$ cat src/rtl/base5_count_ctrl.sv
// Run/hold/stop sequencer for a cascade of base-5 digits: prescaled increments,
// ripple carry across digits, terminal-count compare and one-cycle status pulses.
//
// state | meaning
// ------+-----------------------------------------------------------
// IDLE  | count zeroed or untouched, waiting for a valid start
// RUN   | prescaler advancing, count steps once per TICK_DIV cycles
// HOLD  | prescaler and count frozen, waiting for start to resume
// DONE  | count reached latched target, holds until restart or clear
module base5_count_ctrl #(
  parameter int DIGITS   = 2,
  parameter int TICK_DIV = 4
) (
  input  logic                  clk,
  input  logic                  reset,
  input  logic                  start,
  input  logic                  stop,
  input  logic                  clear,
  input  logic [3*DIGITS-1:0]   target,
  output logic [3*DIGITS-1:0]   count,
  output logic                  busy,
  output logic                  done,
  output logic                  wrap,
  output logic                  err,
  output logic [1:0]            state
);

  typedef enum logic [1:0] {
    S_IDLE = 2'b00,
    S_RUN  = 2'b01,
    S_HOLD = 2'b10,
    S_DONE = 2'b11
  } state_t;

  localparam int PW = (TICK_DIV > 1) ? $clog2(TICK_DIV) : 1;
  localparam logic [PW-1:0] PRE_LAST = PW'(TICK_DIV - 1);

  state_t                st_q;
  logic [PW-1:0]         pre_q;
  logic [3*DIGITS-1:0]   tgt_q;
  logic [3*DIGITS-1:0]   cnt_inc;
  logic [DIGITS:0]       carry;
  logic [DIGITS-1:0]     digit_ok;
  logic                  tgt_valid;
  logic                  start_go;
  logic                  tick;

  // Ripple the +1 through the digits; a digit sum of 5 folds to 0 and carries.
  assign carry[0] = 1'b1;
  for (genvar i = 0; i < DIGITS; i++) begin : g_dig
    logic [2:0] sum;
    logic       roll;
    assign sum      = count[3*i +: 3] + {2'b00, carry[i]};
    assign roll     = (sum == 3'd5);
    assign carry[i+1] = roll;
    assign cnt_inc[3*i +: 3] = roll ? 3'd0 : sum;
    assign digit_ok[i] = (target[3*i +: 3] <= 3'd4);
  end

  assign tgt_valid = &digit_ok;
  assign start_go  = start & ~stop;
  assign tick      = (pre_q == PRE_LAST);
  assign state     = st_q;

  always_ff @(posedge clk) begin
    if (reset) begin
      st_q  <= S_IDLE;
      pre_q <= '0;
      tgt_q <= '0;
      count <= '0;
      busy  <= 1'b0;
      done  <= 1'b0;
      wrap  <= 1'b0;
      err   <= 1'b0;
    end else begin
      done <= 1'b0;
      wrap <= 1'b0;
      err  <= 1'b0;
      if (clear) begin
        st_q  <= S_IDLE;
        pre_q <= '0;
        count <= '0;
        busy  <= 1'b0;
      end else begin
        case (st_q)
          S_IDLE, S_DONE: begin
            if (start_go) begin
              if (tgt_valid) begin
                tgt_q <= target;
                pre_q <= '0;
                count <= '0;
                busy  <= 1'b1;
                st_q  <= S_RUN;
              end else begin
                err <= 1'b1;
              end
            end
          end
          S_RUN: begin
            // stop beats a terminal tick: the pending increment waits for resume
            if (stop) begin
              st_q <= S_HOLD;
            end else if (tick) begin
              pre_q <= '0;
              count <= cnt_inc;
              wrap  <= carry[DIGITS];
              if (cnt_inc == tgt_q) begin
                done <= 1'b1;
                busy <= 1'b0;
                st_q <= S_DONE;
              end
            end else begin
              pre_q <= pre_q + 1'b1;
            end
          end
          S_HOLD: begin
            if (start_go) st_q <= S_RUN;
          end
          default: st_q <= S_IDLE;
        endcase
      end
    end
  end

endmodule
$ cat config.mk
export PLATFORM = sky130hd
export DESIGN_NAME = base5_count_ctrl
export DESIGN_NICKNAME = d
export VERILOG_FILES = /design/src/rtl/base5_count_ctrl.sv
export SDC_FILE = /design/constraint.sdc
export NUM_CORES = 1
export LEC_CHECK = 0
export CAP_MARGIN = 20
export CORE_MARGIN = 2
export CORE_UTILIZATION = 50
export DETAILED_ROUTE_END_ITERATION = 6
export PLACE_DENSITY = 0.78
export SLEW_MARGIN = 30
export SYNTH_ARGS = -nofsm -noshare
export SYNTH_HDL_FRONTEND = slang
export SYNTH_SLANG_ARGS = --single-unit
$ cat constraint.sdc
create_clock -name clk -period 2.85 [get_ports clk]
set_input_delay 0.57 -clock clk [delete_from_list [all_inputs] [get_ports clk]]
set_output_delay 0.57 -clock clk [all_outputs]
set_load 0.005 [all_outputs]
==> qor.csv <==
metric;value;unit
Die Y;51.06;um
top cells by area, synth;dfxtp_1, ha_1, nor2_1, mux2i_1, a21oi_1;
Slew Limit Headroom;69.59;%
Total GRT Usage;19.91;%
Placed Area;1345;um^2
Root Buffer;clkbuf_4;
syn nets;147;
Mapped Cells;129;
Skew-Pair Late Insertion Delay;0.29;ns
register area;401.6;um^2
Hold Fails Final Rpt;0;
ANT cells;0;
layout cells sized above 1;7.333;%
Post-CTS Setup Bufs;0;
die area;2607;um^2
routed vias;978;
library cells used by synthesis;34;
core area;2148;um^2
vias in the first global route;826;
final setup TNS;0;ns
Die Width;51.06;um
global-route met1 utilization;27.69;%
Worst Path Arrival;2.89;ns
Fmax;370.7;MHz
Yosys warning count;0;
Max Cap Violations;0;
WS Path Type;flip-flop to flip-flop;
post-route cell area;1375;um^2
CTS tree;yes;
Worst Hold Class;flip-flop to flip-flop;
clock-pin slew of the registers on the worst-case setup and hold paths;0.11;ns
clock buffer count from CTS;3;
Buffers on Ports;22;
Mean Syn Cell Area;8.584;um^2
CP max FO;8;
global-route wire length before repair;3891;um
Initial Util;51.54;%
# fillers;194;
number of vias per cell;5.494;
Final Critical Period;2.698;ns
power density cells;345.2;nW/um^2
row count;17;
Max rail drop VDD;0.2654;mV
RSZ-0062 raised after global routing;false;
wire length per cell;13.31;um
gpl congestion;0.7959;
Ports;23;
Residual DRC;0;
DR iter-0 viols;26;
iteration count of the initial detailed-routing pass;4;
Primary FF master, synth;dfxtp_1;
Worst Tran Pin Value;0.4544;ns
Place WS;0.1087;ns
Hold-fix buffers, CTS;0;
Crit. End Element;flip-flop;
Synth area leader;dfxtp_1;
max-slew violations;0;
Final Setup Violations;0;
PnR worst setup slack;0.1523;ns
DRT antenna net count;0;
overall routed net length;2369;um
multi-input logic area;669.4;um^2
post-synth top area share;36.16;%
EDFF count, synth;0;
Clock Skew;0.003543;ns
Max Buffers Root-to-Sink;2;
area grow syn2layout;24.18;%
Post-DP HPWL;1731;um
CP startpoint kind;flip-flop;
crit share post-route;94.65;%
H-Tree Level Count;1;
antenna violations before repair;0;
Pleak;0.0005540;uW
CP required;3.05;ns
total grt overflow;0;
Post-synth ARST share;0;%
met3 Track Usage GR;4.678;%
sequential cell area fraction in the yosys report;36.16;%
M2 GR Usage;29.22;%
final core utilization;64.01;%
Total Nets Final;170;
outcome;complete, no violations;
largest net degree at the start of global routing;14;
Yosys reg bits;20;
GRT Max-Usage Layer;met2;
TritonCTS sink count;20;
mapped cell area;1107;um^2
[cells in the final DEF (no fill, tap or decap), types with 2 or more instances in the layout]
cell             instances
nand2_1                  5
xnor2_1                  2
clkdlybuf4s50_1         22
xor2_1                   2
nor2b_1                  3
o2111ai_1                2
nand2b_1                 3
mux2i_1                  8
a21oi_1                  6
o21ai_1                  6
nor2_1                  22
nor3b_1                  2
ha_1                     7
nand3_1                  3
nor3_1                   5
nand3b_1                 2
inv_1                    7
dfxtp_1                 19
clkbuf_4                 3
or3_1                    3
a22oi_1                  4
[worst max-delay path: stages, from the launching register on]
cell	delay, ns
dfxtp_2	0.38
ha_1	0.26
xor2_2	0.18
and2_2	0.22
ha_1	0.18
ha_1	0.33
xor2_1	0.17
a2111oi_2	0.33
nand4_1	0.23
o221a_1	0.31
[cells by family (layout without fill, tap and decap cells)]
logic type	Yosys count	in the layout	share of synthesized area (%)
and+or+nand+nor	53	53	24.18
AOI/OAI and AO/OA	25	25	15.93
DFF	20	20	36.16
adders and majority gates	7	7	7.909
xor gates and xnor gates	5	5	4.634
muxes	8	8	7.232
buffers and inverters	11	32	3.956
[cells in the mapped netlist (2+ instances only)]
master,n
a21oi_1,6
a22oi_1,4
buf_2,2
clkbuf_1,2
dfxtp_1,20
ha_1,7
inv_1,7
mux2i_1,8
nand2_1,5
nand2b_1,3
nand3_1,3
nand3b_1,2
nor2_1,22
nor2b_1,3
nor3_1,5
nor3b_1,2
o2111ai_1,2
o21ai_1,6
or3_1,3
xnor2_1,2
xor2_1,2
[routing by layer]
layer,wire length [um],part of all wire [%]
met5,0,0
met2,1074,45
met3,123,5.2
met1,1121,47
met4,49,2.1
[path summary, 6_finish.rpt]
| path | cells past startpoint | end | slack, ns | startpoint |
|---|---|---|---|---|
| worst max-delay path | 9 | busy$_SDFFE_PP0P_ | 0.15 | count[0]$_SDFFE_PP0P_ |
| worst min-delay path | 2 | pre_q[1]$_SDFFE_PP0P_ | 0.48 | pre_q[1]$_SDFFE_PP0P_ |
| worst max register to register | 9 | busy$_SDFFE_PP0P_ | 0.15 | count[0]$_SDFFE_PP0P_ |
| worst min register to register | 2 | pre_q[1]$_SDFFE_PP0P_ | 0.48 | pre_q[1]$_SDFFE_PP0P_ |
[sequential cells by signal, summed over array words and instances, names as in the netlist]
signal	flops
pre_q	2
busy	1
count	6
err	1
tgt_q	6
state	2
done	1
wrap	1
[through the flow]
step | power, uW | instances | hold slack, ns
floorplan | 323.8 | 129 | 0.4496
global placement | 348.5 | 175 | 0.4617
detailed placement | 349.3 | 175 | 0.4701
CTS | 480.7 | 178 | 0.4844
global route | 499.0 | 178 | 0.5082
finish | 474.7 | 178 | 0.4828
[power breakdown]
group          internal (uW)  switching, uW  leakage [uW]
logic                   29.4           29.2      0.000378
registers                282           2.89      0.000162
clock network           49.1           81.6     0.0000138
total                    361            114      0.000554
[final cells by class]
type	instances	share of cell area [%]
inverter	7	1.911
tap	28	2.548
timing repair buffer	22	16.01
sequential	20	29.21
clock buffer	3	1.638
multi-input combinational	98	48.68
[what timing repair did]
| action | 4_1_cts | 5_1_grt |
|---|---|---|
| setup endpoints to repair | 1 | 4 |
| gates cloned | 0 | 0 |
| resized for setup | 1 | 2 |
(Power assumes the default switching activity.)
